===== src/rtl/iter_div_dp.sv =====
`default_nettype none
// +--------------------------------------------------------------------------+
// | Module   : iter_div_dp                                                   |
// | Purpose  : Repeated-subtraction divider datapath. Responder half of the  |
// |            start/zero/do_iter/ready handshake: performs one subtraction  |
// |            per do_iter, reports zero to the control FSM, and captures    |
// |            quotient/remainder on ready with a one-cycle valid pulse.     |
// | Ports    : clk, rst (async, active high)                                 |
// |            load, dividend[W], divisor[W]  - operand capture              |
// |            do_iter, ready                 - from the control FSM         |
// |            zero                           - to the FSM, registers only   |
// |            quotient[W], remainder[W], dbz - registered result            |
// |            valid                          - result-updated pulse         |
// |            iter_err                       - sticky do_iter-while-zero    |
// | Revision : 1.0  initial release                                          |
// +--------------------------------------------------------------------------+
module iter_div_dp #(
  parameter int W = 8
) (
  input  logic         clk,
  input  logic         rst,
  input  logic         load,
  input  logic [W-1:0] dividend,
  input  logic [W-1:0] divisor,
  input  logic         do_iter,
  input  logic         ready,
  output logic         zero,
  output logic [W-1:0] quotient,
  output logic [W-1:0] remainder,
  output logic         dbz,
  output logic         valid,
  output logic         iter_err
);

  localparam logic [W-1:0] ALL_ONES = {W{1'b1}};

  // Working registers
  logic [W-1:0] rem_q;
  logic [W-1:0] div_q;
  logic [W-1:0] quo_q;
  logic [W-1:0] cnt_q;
  logic         cap_q;

  // Decoded actions for this edge; load overrides everything else.
  logic         w_div_zero;
  logic         w_step;
  logic         w_bad_iter;
  logic         w_capture;

  // Status back to the FSM. Built only from registers so the FSM can sample
  // it in the cycle right after load without any input-to-output path.
  assign w_div_zero = (div_q == '0);
  assign zero       = w_div_zero | (rem_q < div_q);

  assign w_step     = ~load & do_iter & ~zero;
  assign w_bad_iter = ~load & do_iter &  zero;
  assign w_capture  = ~load & ready;

  // Iteration datapath
  always_ff @(posedge clk or posedge rst) begin
    if (rst) begin
      rem_q <= '0;
      div_q <= '0;
      quo_q <= '0;
      cnt_q <= '0;
    end else if (load) begin
      rem_q <= dividend;
      div_q <= divisor;
      quo_q <= '0;
      cnt_q <= '0;
    end else if (w_step) begin
      // zero=0 guarantees rem_q >= div_q, so this cannot wrap.
      rem_q <= rem_q - div_q;
      if (quo_q != ALL_ONES) begin
        quo_q <= quo_q + 1'b1;
      end
      if (cnt_q != ALL_ONES) begin
        cnt_q <= cnt_q + 1'b1;
      end
    end
  end

  // Sticky protocol error: cleared only by a new load or reset.
  always_ff @(posedge clk or posedge rst) begin
    if (rst) begin
      iter_err <= 1'b0;
    end else if (load) begin
      iter_err <= 1'b0;
    end else if (w_bad_iter) begin
      iter_err <= 1'b1;
    end
  end

  // Result capture. Uses the pre-iteration register values when ready and
  // do_iter coincide, since both read the same current-cycle state.
  always_ff @(posedge clk or posedge rst) begin
    if (rst) begin
      quotient  <= '0;
      remainder <= '0;
      dbz       <= 1'b0;
    end else if (w_capture) begin
      quotient  <= w_div_zero ? ALL_ONES : quo_q;
      remainder <= rem_q;
      dbz       <= w_div_zero;
    end
  end

  // valid is high in exactly the cycle following each capture edge, so a
  // ready held for N cycles yields N consecutive valid cycles.
  always_ff @(posedge clk or posedge rst) begin
    if (rst) begin
      cap_q <= 1'b0;
    end else begin
      cap_q <= w_capture;
    end
  end

  assign valid = cap_q;

endmodule
`default_nettype wire

===== config.mk =====
export PLATFORM = sky130hd
export DESIGN_NAME = iter_div_dp
export DESIGN_NICKNAME = d
export VERILOG_FILES = /design/src/rtl/iter_div_dp.sv
export SDC_FILE = /design/constraint.sdc
export NUM_CORES = 1
export LEC_CHECK = 0
export ABC_CLOCK_PERIOD_IN_PS = 2100
export CAP_MARGIN = 20
export CORE_ASPECT_RATIO = 0.8
export CORE_MARGIN = 1
export CORE_UTILIZATION = 45
export DETAILED_ROUTE_END_ITERATION = 10
export MAX_ROUTING_LAYER = met4
export PLACE_DENSITY = 0.73
export SYNTH_ARGS = -nofsm -noshare
export SYNTH_HDL_FRONTEND = slang
export SYNTH_SLANG_ARGS = --single-unit

===== constraint.sdc =====
create_clock -name clk -period 2.1 [get_ports clk]
set_input_delay 0.315 -clock clk [delete_from_list [all_inputs] [get_ports clk]]
set_output_delay 0.315 -clock clk [all_outputs]
set_load 0.01 [all_outputs]

# [After elaboration in Yosys (flattened, before gate mapping)]
# Index checks and enable logic that the tools add are counted.
[word_totals] regBits=43 latch_bits=0 ram_bits=0 rom_bits=0 in_bits=21 out_inout_bits=20 word_cells=32 mem_count=0
[classes] addsub=2 multipliers=0 div_mod_pow=0 order_cmp=1 eq_ne=1 shifts=0 muxes=8 bitwise_logic=7 n_reduce_logical=5
[op_table] cell="2-to-1 mux 8 bit" n=6
[op_table] cell="adder 8 x 1 -> 8 bit (second input constant)" n=1
[op_table] cell="logical NOT 8 bit" n=1
[op_table] cell="less-than comparator 8 bit" n=1
[op_table] cell="inequality test 8 bit (second input constant)" n=1
[op_table] cell="subtractor 8 bit" n=1
[op_table] cell="nonzero test 2 bit" n=3
[op_table] cell="AND 1 bit" n=4
[op_table] cell="2-to-1 mux 1 bit" n=2
[op_table] cell="inverter 1 bit" n=2
[op_table] cell="AND reduction 2 bit" n=1
[op_table] cell="bitwise OR 1 bit" n=1

# [Longest topological paths before layout]
[logic_depth] word_depth=6 ltp_mapped=9 mapped_depth_nobuf=9

# [Worst setup path after synthesis]
# Ideal clock, no wire load.
[synth_timing] path_type="reg2reg" start="register rem_q[0]" end="register quo_q[5]" setup_time_ns=0.119 arrival_ns=2.092 setup_slack_ns=-0.111 stages_incl_launch_ff=10 n_path_buf=0 period_less_slack_ns=2.211 cell_sequence="dfrtp_1 -> inv_1 -> ha_1 -> inv_1 -> fa_1 -> a211oi_1 -> o21ai_2 -> and3_4 -> and3_1 -> o21a_1"
[synth_between] elab_chain_cells=6
[synth_lines] item="from (decl)" line_no="38" source="logic [W-1:0] rem_q;"
[synth_lines] item="from (signal assigned)" line_no="67" source="rem_q <= dividend;"
[synth_lines] item="from (signal assigned)" line_no="73" source="rem_q <= rem_q - div_q;"
[synth_lines] item="less-than comparator 8 bit" line_no="53" source="assign zero = w_div_zero | (rem_q < div_q);"
[synth_lines] item="bitwise OR 1 bit" line_no="53"
[synth_lines] item="inverter 1 bit" line_no="55" source="assign w_step = ~load & do_iter & ~zero;"
[synth_lines] item="AND 1 bit" line_no="55"
[synth_lines] item="nonzero test 2 bit (no line)"
[synth_lines] item="AND reduction 2 bit (no line)"
[synth_lines] item="to (signal assigned)" line_no="75" source="quo_q <= quo_q + 1'b1;"
[synth_lines] item="to (decl)" line_no="40" source="logic [W-1:0] quo_q;"
# No other way between the ends.
# A chain may end at the register's enable or synchronous reset.

# [Worst setup path in the final report]
[layout_timing] start="register rem_q[0]" end="output zero"
[layout_between] elab_chain_cells=2
[layout_lines] item="less-than comparator 8 bit" line_no="53"
[layout_lines] item="bitwise OR 1 bit" line_no="53"
[layout_lines] item="to (decl)" line_no="27" source="output logic zero,"
# No other way between the ends.

==> impl_results.md <==
* Outcome: finished, violations left
* Failing checks: negative setup slack
* CP dominant cell by count: inv_2
* Skew final at about 3.0 ps
* Top_reg_cell synth: dfrtp_1
* Initial antenna violation count at 0
* Fraction of layout cells with a size suffix above 1 at 26.0%
* GRT overflow at 0
* Core area at 4650 sq um
* Cell with the most instances after synthesis: dfrtp_1
* Vias in the first global route at 1794
* Grt met2 use at 31.3%
* Drt pass-1 iters at 4
* Dpl hpwl at 3250 um
* Global route hottest layer: met2
* Max_cap viols at 0
* Sw Pwr at around 1100 uW
* Die footprint at 5210 sq um
* DRC errors left at 0
* Post-synth EDFFs at 0
* DR WL/cell at 13.8 um
* Yosys reg bits at between 40 and 50
* Seq pwr share at between 30% and 40%
* CTS Sinks at 43
* Crit path time final at 2210 ps
* CP max-delay cell: dfrtp_1
* DR iter-0 viols at 129
* Global-route wire length before repair at 8250 um
* RSZ-0062 raised after global routing: yes
* Unique cell type count in the Yosys netlist at 43
* Hold Vio Cnt, Final at 0
* Mapped cell area at around 2200 sq um
* Syn_nets at 240
* Largest area contributor in the netlist: dfrtp_1
* Final wirelength at a little under 5000 um
* Leak Pwr at 0.00142 uW
* Hold buffer count at cts at 0
* FF-to-FF path depth at 10
* # IOs at 41
* Post-route setup slack at -109 ps
* Final instance area at 3170 sq um
* Root Driver: clkbuf_8
* CTS tree: done
* P&R area growth vs syn at 42.9%
* Clk slew on worst S/H paths at 80 ps
* Chip height at 64.7 um
* CP endpoint kind: primary output
* Finish-stage setup viols at 4
* Register area at 1080 sq um
* Worst-Skew Late Latency at 300 ps
* Ratio of final minimum period to clock period at 105%
* CTS H-Tree Depth at 2
* CP required at around 1800 ps
* Crit Path Category: flop to primary output
* Pint at 2200 uW
* R2R setup slack at -90 ps
* Switching part of the total power at 32.4%
* Met3 Track Usage GR at 4.65%
* IO buf count at 40
* Slew margin rel. at between 60% and 70%
* Synth top area share at 48.6%
* HP Class: input port to async pin
* Largest cells by area after synthesis: dfrtp_1, ha_1, mux2_2
* Hold Slack at 442 ps
* Comb power frac at roughly 46%
* Post-layout net count at 319
* Met1 usage at 30.2%
* CP Data Arrival Time at 1890 ps
* Clock Tree Buf Depth at 2
* Routability cong. at 0.820
* Fmax at 453 MHz
* Vias at about 1800
* Largest net degree at the start of global routing at 44
* # rows at 22
* Worst-path cell chain: inv_2 > ha_4 > inv_2 > fa_2 > a211oi_4 > o21ai_2 > nand3_2 > buf_6
* Overall Global Routing Usage at 21.5%
* Startpoint Class: flop
* Area of the multi-input gates at 1120 sq um
* Reg2reg start: rem_q[0]
* Mean Syn Cell Area at 10.6 sq um
* Asr flop ratio synth at 100%
* Chip Width at between 80 and 90 um
* Max-slew violations at 0
* Post-Syn Instances at 209
* Reg2reg end: quo_q[5]
* Diodes inserted at 0
* Initial Utilization at 47.6%
* Post-synthesis sequential area ratio at 48.6%
* Num CTS Buffers at 5
* Worst-margin pin slew at 531 ps
* Critical path fanouts, max at 2
* Warnings, synthesis at 0
* Tot Pwr at 3260 uW
* Leading cell types by count after synthesis: dfrtp_1, nand2_1, inv_1
* Maximum vdd drop at 0.000667 V
* Clk pwr share at 20.6%
* CP peak stage delay at 390 ps
* PD cells at a little over 1000 nW/um^2
* Antenna Violating Nets Remaining at 0
* DP Area at 2900 sq um
* FILL cells at 357
* Detail-routed via count per cell at 5.15
[kinds of logic (layout without fill, tap and decap cells)]
family                   count (synthesis)  in the layout  synth area share, %
AND/OR/NAND/NOR                         60             60                 14.4
XOR/XNOR                                 6              6                 2.37
buffers and inverters                   20            100                 3.39
adder cells (fa/ha/maj)                 10             10                 5.99
AO/OA/AOI/OAI                           53             53                 17.0
flip-flops                              43             43                 48.6
multiplexers                            17             17                 8.25
[cell type report]
type	instances	share of cell area [%]
multi-input cells	146	35.5
well taps	60	2.37
inverters	13	1.54
repair buffers	79	22.8
flip-flops and latches	43	34.0
clock inverters	2	1.11
clock buffers	6	2.61
[sequential cells by signal, indices dropped and copies added, names as in the netlist]
| signal | count |
|---|---|
| quo_q | 8 |
| dbz | 1 |
| quotient | 8 |
| iter_err | 1 |
| div_q | 8 |
| rem_q | 8 |
| valid | 1 |
| remainder | 8 |
[cell usage in the layout, fill, tap and decap left out, types with 6 or more instances in the layout]
cell and n:
dfrtp_1 43, o22a_1 8, a21oi_1 9, ha_1 7, clkdlybuf4s50_1 39, nand2_1 18
clkbuf_8 6, mux2i_1 6, inv_1 11, xor2_1 6, buf_4 36, mux2_2 10
o21ai_0 10, nor2_1 12
[stage by stage]
stage / TNS, ps / utilization (%) / worst slack [ps] / instances
after global routing: -1550 / 68.0 / -207 / 349
after CTS: -271 / 66.9 / -113 / 346
final: -232 / 68.0 / -109 / 349
after detailed placement: -525 / 62.4 / -242 / 331
after floorplan: 0 / - / 54.3 / 209
after global placement: -289 / 62.4 / -202 / 331
[power groups by stage]
stage	clock network [uW]	logic [uW]	registers [uW]
after floorplan	0	689	1130
after global placement	0	1290	1090
after detailed placement	0	1310	1100
after CTS	684	1440	1080
after global routing	719	1650	1110
final	673	1510	1080
[routing by layer]
metal,vias to the layer above,part of all wire (%)
li1,911,-
met1,840,51
met2,41,44
met3,5,4.6
met4,0,0.73
met5,-,0
[worst max-delay path, delay by kind of cell, from the launching register on]
family | cells | cell delay, ps
buf+inv | 3 | 220
compound gates | 2 | 360
simple gates | 1 | 110
fa+ha+maj | 2 | 500
flops | 1 | 390
[worst max-delay path by stage]
stage / cells past startpoint / endpoint / slack (ps) / startpoint
floorplan: 9 / quo_q[5] / 50 / rem_q[0]
global placement: 8 / zero / -200 / rem_q[0]
detailed placement: 8 / zero / -240 / rem_q[0]
CTS: 8 / zero / -110 / rem_q[0]
global route: 8 / zero / -210 / rem_q[0]
finish: 8 / zero / -110 / rem_q[0]
[timing repair]
action,in CTS,in global routing
pin swaps,6,9
setup buffers,7,5
endpoints found under the setup margin,11,17
endpoints found under the hold margin,0,0
gates resized for setup,11,6
(Power assumes the default switching activity.)
